File: src/rtl/voice_slot_scheduler_pkg.sv
// voice_slot_scheduler_pkg: shared voice/divider sizing for the scheduler, tone generator and sequencer
package voice_slot_scheduler_pkg;
  localparam int VSS_NUM_VOICES = 4;
  localparam int VSS_DIV_W      = 12;
  localparam int VSS_SLOT_W     = 2;
  localparam int DIV_SILENT     = 0;
endpackage

File: src/rtl/voice_slot_reg.sv
// voice_slot_reg: per-voice shadow/armed/active divider state with commit at its own slot
module voice_slot_reg
  import voice_slot_scheduler_pkg::*;
#(
  parameter int DIV_W = VSS_DIV_W
) (
  input  logic             clk,
  input  logic             rst_n,
  input  logic             note_valid,
  input  logic [DIV_W-1:0] note_div,
  output logic             note_ready,
  input  logic             sync_mode,
  input  logic             beat,
  input  logic             slot_hit,
  output logic [DIV_W-1:0] next_active,
  output logic             commit_pulse
);
  logic [DIV_W-1:0] shadow, active;
  logic             full, armed_q, armed, load, commit;
  assign note_ready  = !full;
  assign load        = note_valid && !full;
  assign armed       = armed_q || (full && !sync_mode);
  assign commit      = slot_hit && armed;
  assign next_active = commit ? shadow : active;
  // shadow load, beat arming and commit into the active divider
  always_ff @(posedge clk or negedge rst_n) begin
    if (!rst_n) begin
      shadow       <= DIV_W'(DIV_SILENT);
      active       <= DIV_W'(DIV_SILENT);
      full         <= 1'b0;
      armed_q      <= 1'b0;
      commit_pulse <= 1'b0;
    end else begin
      commit_pulse <= commit;
      if (commit) begin
        active  <= shadow;
        full    <= 1'b0;
        armed_q <= 1'b0;
      end else begin
        if (load) begin
          shadow <= note_div;
          full   <= 1'b1;
        end
        if (full && sync_mode && beat) armed_q <= 1'b1;
      end
    end
  end
endmodule

File: src/rtl/voice_slot_scheduler.sv
// voice_slot_scheduler: round-robin time sharing of one tone generator between melodic voices
module voice_slot_scheduler
  import voice_slot_scheduler_pkg::*;
#(
  parameter int NUM_VOICES = VSS_NUM_VOICES,
  parameter int DIV_W      = VSS_DIV_W,
  parameter int SLOT_W     = VSS_SLOT_W
) (
  input  logic                        clk,
  input  logic                        rst_n,
  input  logic [NUM_VOICES-1:0]       note_valid,
  input  logic [NUM_VOICES*DIV_W-1:0] note_div,
  output logic [NUM_VOICES-1:0]       note_ready,
  input  logic [NUM_VOICES-1:0]       sync_mode,
  input  logic                        beat,
  input  logic [NUM_VOICES-1:0]       voice_en,
  output logic [DIV_W-1:0]            div_out,
  output logic [SLOT_W-1:0]           slot_out,
  output logic                        frame,
  output logic [NUM_VOICES-1:0]       commit_pulse
);
  logic [SLOT_W-1:0] slot_cnt;
  logic [DIV_W-1:0]  next_active [NUM_VOICES];
  for (genvar g = 0; g < NUM_VOICES; g++) begin : g_voice
    voice_slot_reg #(.DIV_W(DIV_W)) u_voice (
      .clk          (clk),
      .rst_n        (rst_n),
      .note_valid   (note_valid[g]),
      .note_div     (note_div[g*DIV_W +: DIV_W]),
      .note_ready   (note_ready[g]),
      .sync_mode    (sync_mode[g]),
      .beat         (beat),
      .slot_hit     (slot_cnt == SLOT_W'(g)),
      .next_active  (next_active[g]),
      .commit_pulse (commit_pulse[g])
    );
  end
  // free-running slot counter and registered presentation of the current slot's divider
  always_ff @(posedge clk or negedge rst_n) begin
    if (!rst_n) begin
      slot_cnt <= '0;
      slot_out <= '0;
      frame    <= 1'b0;
      div_out  <= DIV_W'(DIV_SILENT);
    end else begin
      slot_cnt <= slot_cnt + SLOT_W'(1);
      slot_out <= slot_cnt;
      frame    <= slot_cnt == '0;
      div_out  <= voice_en[slot_cnt] ? next_active[slot_cnt] : DIV_W'(DIV_SILENT);
    end
  end
endmodule
File: config.mk
export PLATFORM = sky130hd
export DESIGN_NAME = voice_slot_scheduler
export DESIGN_NICKNAME = d
export VERILOG_FILES = /design/src/rtl/voice_slot_scheduler_pkg.sv /design/src/rtl/voice_slot_reg.sv /design/src/rtl/voice_slot_scheduler.sv
export SDC_FILE = /design/constraint.sdc
export NUM_CORES = 1
export LEC_CHECK = 0
export BUFFER_PORTS_ARGS = -buffer_cell sky130_fd_sc_hd__buf_2
export CAP_MARGIN = 10
export CORE_MARGIN = 3
export CORE_UTILIZATION = 41
export DETAILED_ROUTE_END_ITERATION = 10
export SYNTH_ARGS = -nofsm -noshare
export SYNTH_HDL_FRONTEND = slang
export SYNTH_SLANG_ARGS = --single-unit
File: constraint.sdc
create_clock -name clk -period 2 [get_ports clk]
set_input_delay 0.4 -clock clk [delete_from_list [all_inputs] [get_ports clk]]
set_output_delay 0.4 -clock clk [all_outputs]
set_load 0.1 [all_outputs]
==> summary.md <==
| Metric | Value |
|---|---|
| Peak Freq | `approximately 520 MHz` |
| Clock transition at the registers of the reported paths | `approximately 0.050 ns` |
| Worst-case reg-to-reg path depth | `7` |
| Final hold vios | `6` |
| IO buf count | `between 80 and 90` |
| Clock Tree Root | `clkbuf_16` |
| Max_cap viols | `0` |
| #FFs+latches synth | `around 130` |
| Crit path DAT | `2.21 ns` |
| TritonCTS clock tree | `yes` |
| Layout cells sized above 1 | `29.8%` |
| Area share of the largest cell type after synthesis | `about 55%` |
| Average size of a mapped cell | `just over 10 um2` |
| Non-Filler Instances | `836` |
| Status | `finished, violations left` |
| Clock latency on the worst-skew pair | `~0.41 ns` |
| Crit path time final | `about 1.9 ns` |
| Startpoint Class | `register` |
| Slowest CP cell | `or4_1` |
| FP Rows | `42` |
| Hold Crit Class | `in2async` |
| Synth cell count leaders | `nand2_1 (240), dfrtp_1 (125), mux2i_1 (52), mux2_2 (48), or4_1 (12)` |
| Core area | `about 13,000 um2` |
| H-tree Lvls | `4` |
| Largest net degree at the start of global routing | `44` |
| Clock Path Buffers | `2` |
| Max-slew violations | `0` |
| CP Launch Point | `slot_cnt[0]` |
| Worst path cell trace | `inv_1, ha_1, o21ai_4, buf_12, inv_6, mux2i_1, or4_1` |
| Setup violators final | `0` |
| Mapped Nets | `slightly above 600` |
| I/O pin count | `86` |
| Ant. Diodes | `0` |
| Final period util | `a little over nine tenths` |
| Global-route wire length before repair | `21,800 um` |
| Post-synth EDFFs | `0` |
| DRC | `0` |
| Drt initial violations | `~270` |
| Seq/Total Area, Yosys | `a little over half` |
| Slowest stage delay, CP | `~0.51 ns` |
| Placed instance count | `about 800` |
| WL/cell | `16.4 um` |
| Final RePlAce weighted congestion | `roughly 0.8` |
| HPWL after detailed placement | `around 9800 um` |
| Maximum vdd drop | `just over 0.0006 V` |
| Grt total ovfl | `0` |
| Synth-to-Final Area Change | `22.2%` |
| Data required, critical path | `roughly 2.3 ns` |
| Failing checks | `hold timing` |
| Setup slack after layout | `around 0.068 ns` |
| GR Util All Layers | `19.2%` |
| Routed via count | `4,121` |
| Starting Density | `a little over two fifths` |
| Final ANT Viol Nets | `0` |
| CTS Hold Buffers Added | `0` |
| R2r startpoint | `slot_cnt[0]` |
| Crit path kind | `reg2reg` |
| Clock Skews | `0.00782 ns` |
| Top-count cell post-synth | `nand2_1` |
| Post-synth cell types | `25` |
| Worst slew margin | `60.1%` |
| Slew @ Worst Pin | `roughly 0.60 ns` |
| Leakage | `3.37 nW` |
| Setup crit end kind | `register` |
| Mean number of vias per cell | `between 4 and 5` |
| Wirelength, routed | `13,700 um` |
| Antenna violations before repair | `0` |
| Worst hold slack | `-0.00549 ns` |
| Die width | `about 120 um` |
| Pwr dens | `between 1000 and 1500 nW/um2` |
| # fillers | `~1,300` |
| Largest area contributor in the netlist | `dfrtp_1` |
| Mapped Area | `5710 um2` |
| Syn Inst Count | `around 550` |
| Nets | `~720` |
| First-pass DRT Iterations | `4` |
| Yosys warnings | `0` |
| Die ar. | `15,400 um2` |
| RSZ-0062 raised after global routing | `yes` |
| Setup WS pre-CTS | `-0.0184 ns` |
| Post-synthesis async set-or-reset flop share | `100%` |
| CTS Sinks | `approximately 130` |
| TritonCTS Buffers | `17` |
| Crit-path max FO | `6` |
| Vias in the first global route | `between 4,000 and 5,000` |
| Synth top area cells | `dfrtp_1 (55%), nand2_1 (16%), mux2_2 (9.5%)` |
| Top_reg_cell synth | `dfrtp_1` |
| Die Y | `124 um` |
routing by layer:
layer / routed length (um) / global-route usage [%]
met5: 0 / 0
met4: 263 / 6.84
met3: 800 / 5.59
met2: 6740 / 31.1
met1: 5900 / 24.5
sequential cells by signal, summed over array words and instances (netlist names):
| register | flops |
|---|---|
| g_voice.u_voice.armed_q | 4 |
| slot_out | 2 |
| g_voice.u_voice.active | 48 |
| div_out | 12 |
| g_voice.u_voice.shadow | 48 |
| g_voice.u_voice.full | 4 |
| frame | 1 |
| g_voice.u_voice.commit_pulse | 4 |
| slot_cnt | 2 |
metrics by stage:
stage                     hold WS [ns]  setup TNS [ns]  area [um2]  utilization, %  power [mW]
after CTS                     0.000464               0        6930            51.5        7.63
after floorplan                  0.104               0        5710               -        4.31
after global routing            0.0163         -0.0418        6980            51.9        7.93
after global placement           0.443               0        6380            47.4        4.69
final                         -0.00549               0        6980            51.9        7.54
after detailed placement         0.448         -0.0312        6380            47.4        4.75
report_power, final:
group	leakage [nW]	internal (mW)	switching (mW)	total [mW]
logic	1.61	0.467	0.781	1.25
clock network	0.263	1.81	1.03	2.84
registers	1.50	3.06	0.388	3.45
path summary, 6_finish.rpt:
kind                                                 to  slack [ns]
max                                         div_out[10]        0.07
min                                         slot_out[0]      -0.005
max reg2reg                                 div_out[10]        0.07
min reg2reg                g_voice[2].u_voice.active[0]        0.47
max in group asynchronous  g_voice[1].u_voice.active[8]        1.39
min in group clk                g_voice[2].u_voice.full        0.22
timing repair:
item / CTS / global route
endpoints found under the setup margin: 1 / 9
gates cloned: 0 / 2
buffers inserted: 0 / 2
resized for setup: 1 / 0
worst max-delay path, delay by kind of cell (launching register included):
family,cells,cell delay [ns]
compound gates,1,0.13
fa+ha+maj,1,0.26
buf+inv,3,0.37
flops,1,0.43
mux,1,0.09
simple gates,1,0.51
cell type report:
type	instances	area, um2	share of cell area (%)
well taps	176	220	3.16
clock inverters	6	62.6	0.897
flip-flops and latches	125	3130	44.9
clock buffers	23	488	6.99
inverters	10	57.6	0.825
repair inverters	2	17.5	0.251
repair buffers	110	716	10.3
multi-input cells	384	2290	32.8
cell usage in the layout, fill, tap and decap left out, types with 2 or more instances in the layout:
cell	Yosys	layout
inv_6	1	3
clkinvlp_4	0	3
buf_2	9	84
dfrtp_1	125	124
inv_1	6	6
and3_1	5	5
buf_4	11	18
and2b_1	4	4
clkbuf_1	9	2
nand2_1	240	240
nand3_1	4	4
o21ai_2	3	3
ha_1	4	4
and3b_1	2	2
buf_12	1	8
clkinv_2	0	2
nor2_1	8	8
mux2_2	48	48
clkbuf_8	0	4
mux2i_1	52	52
or4_1	12	12
clkbuf_16	0	17
cells by family (layout without fill, tap and decap cells):
| kind of cell | after synthesis | count (layout) | share of synthesized area, % |
|---|---|---|---|
| muxes | 100 | 100 | 18.6 |
| AOI/OAI and AO/OA | 4 | 4 | 0.745 |
| and+or+nand+nor | 276 | 276 | 19.8 |
| DFF | 125 | 125 | 54.8 |
| adders and majority gates | 4 | 4 | 0.877 |
| buffers and inverters | 45 | 151 | 5.24 |
No activity file was read; power rests on OpenSTA's default activity.
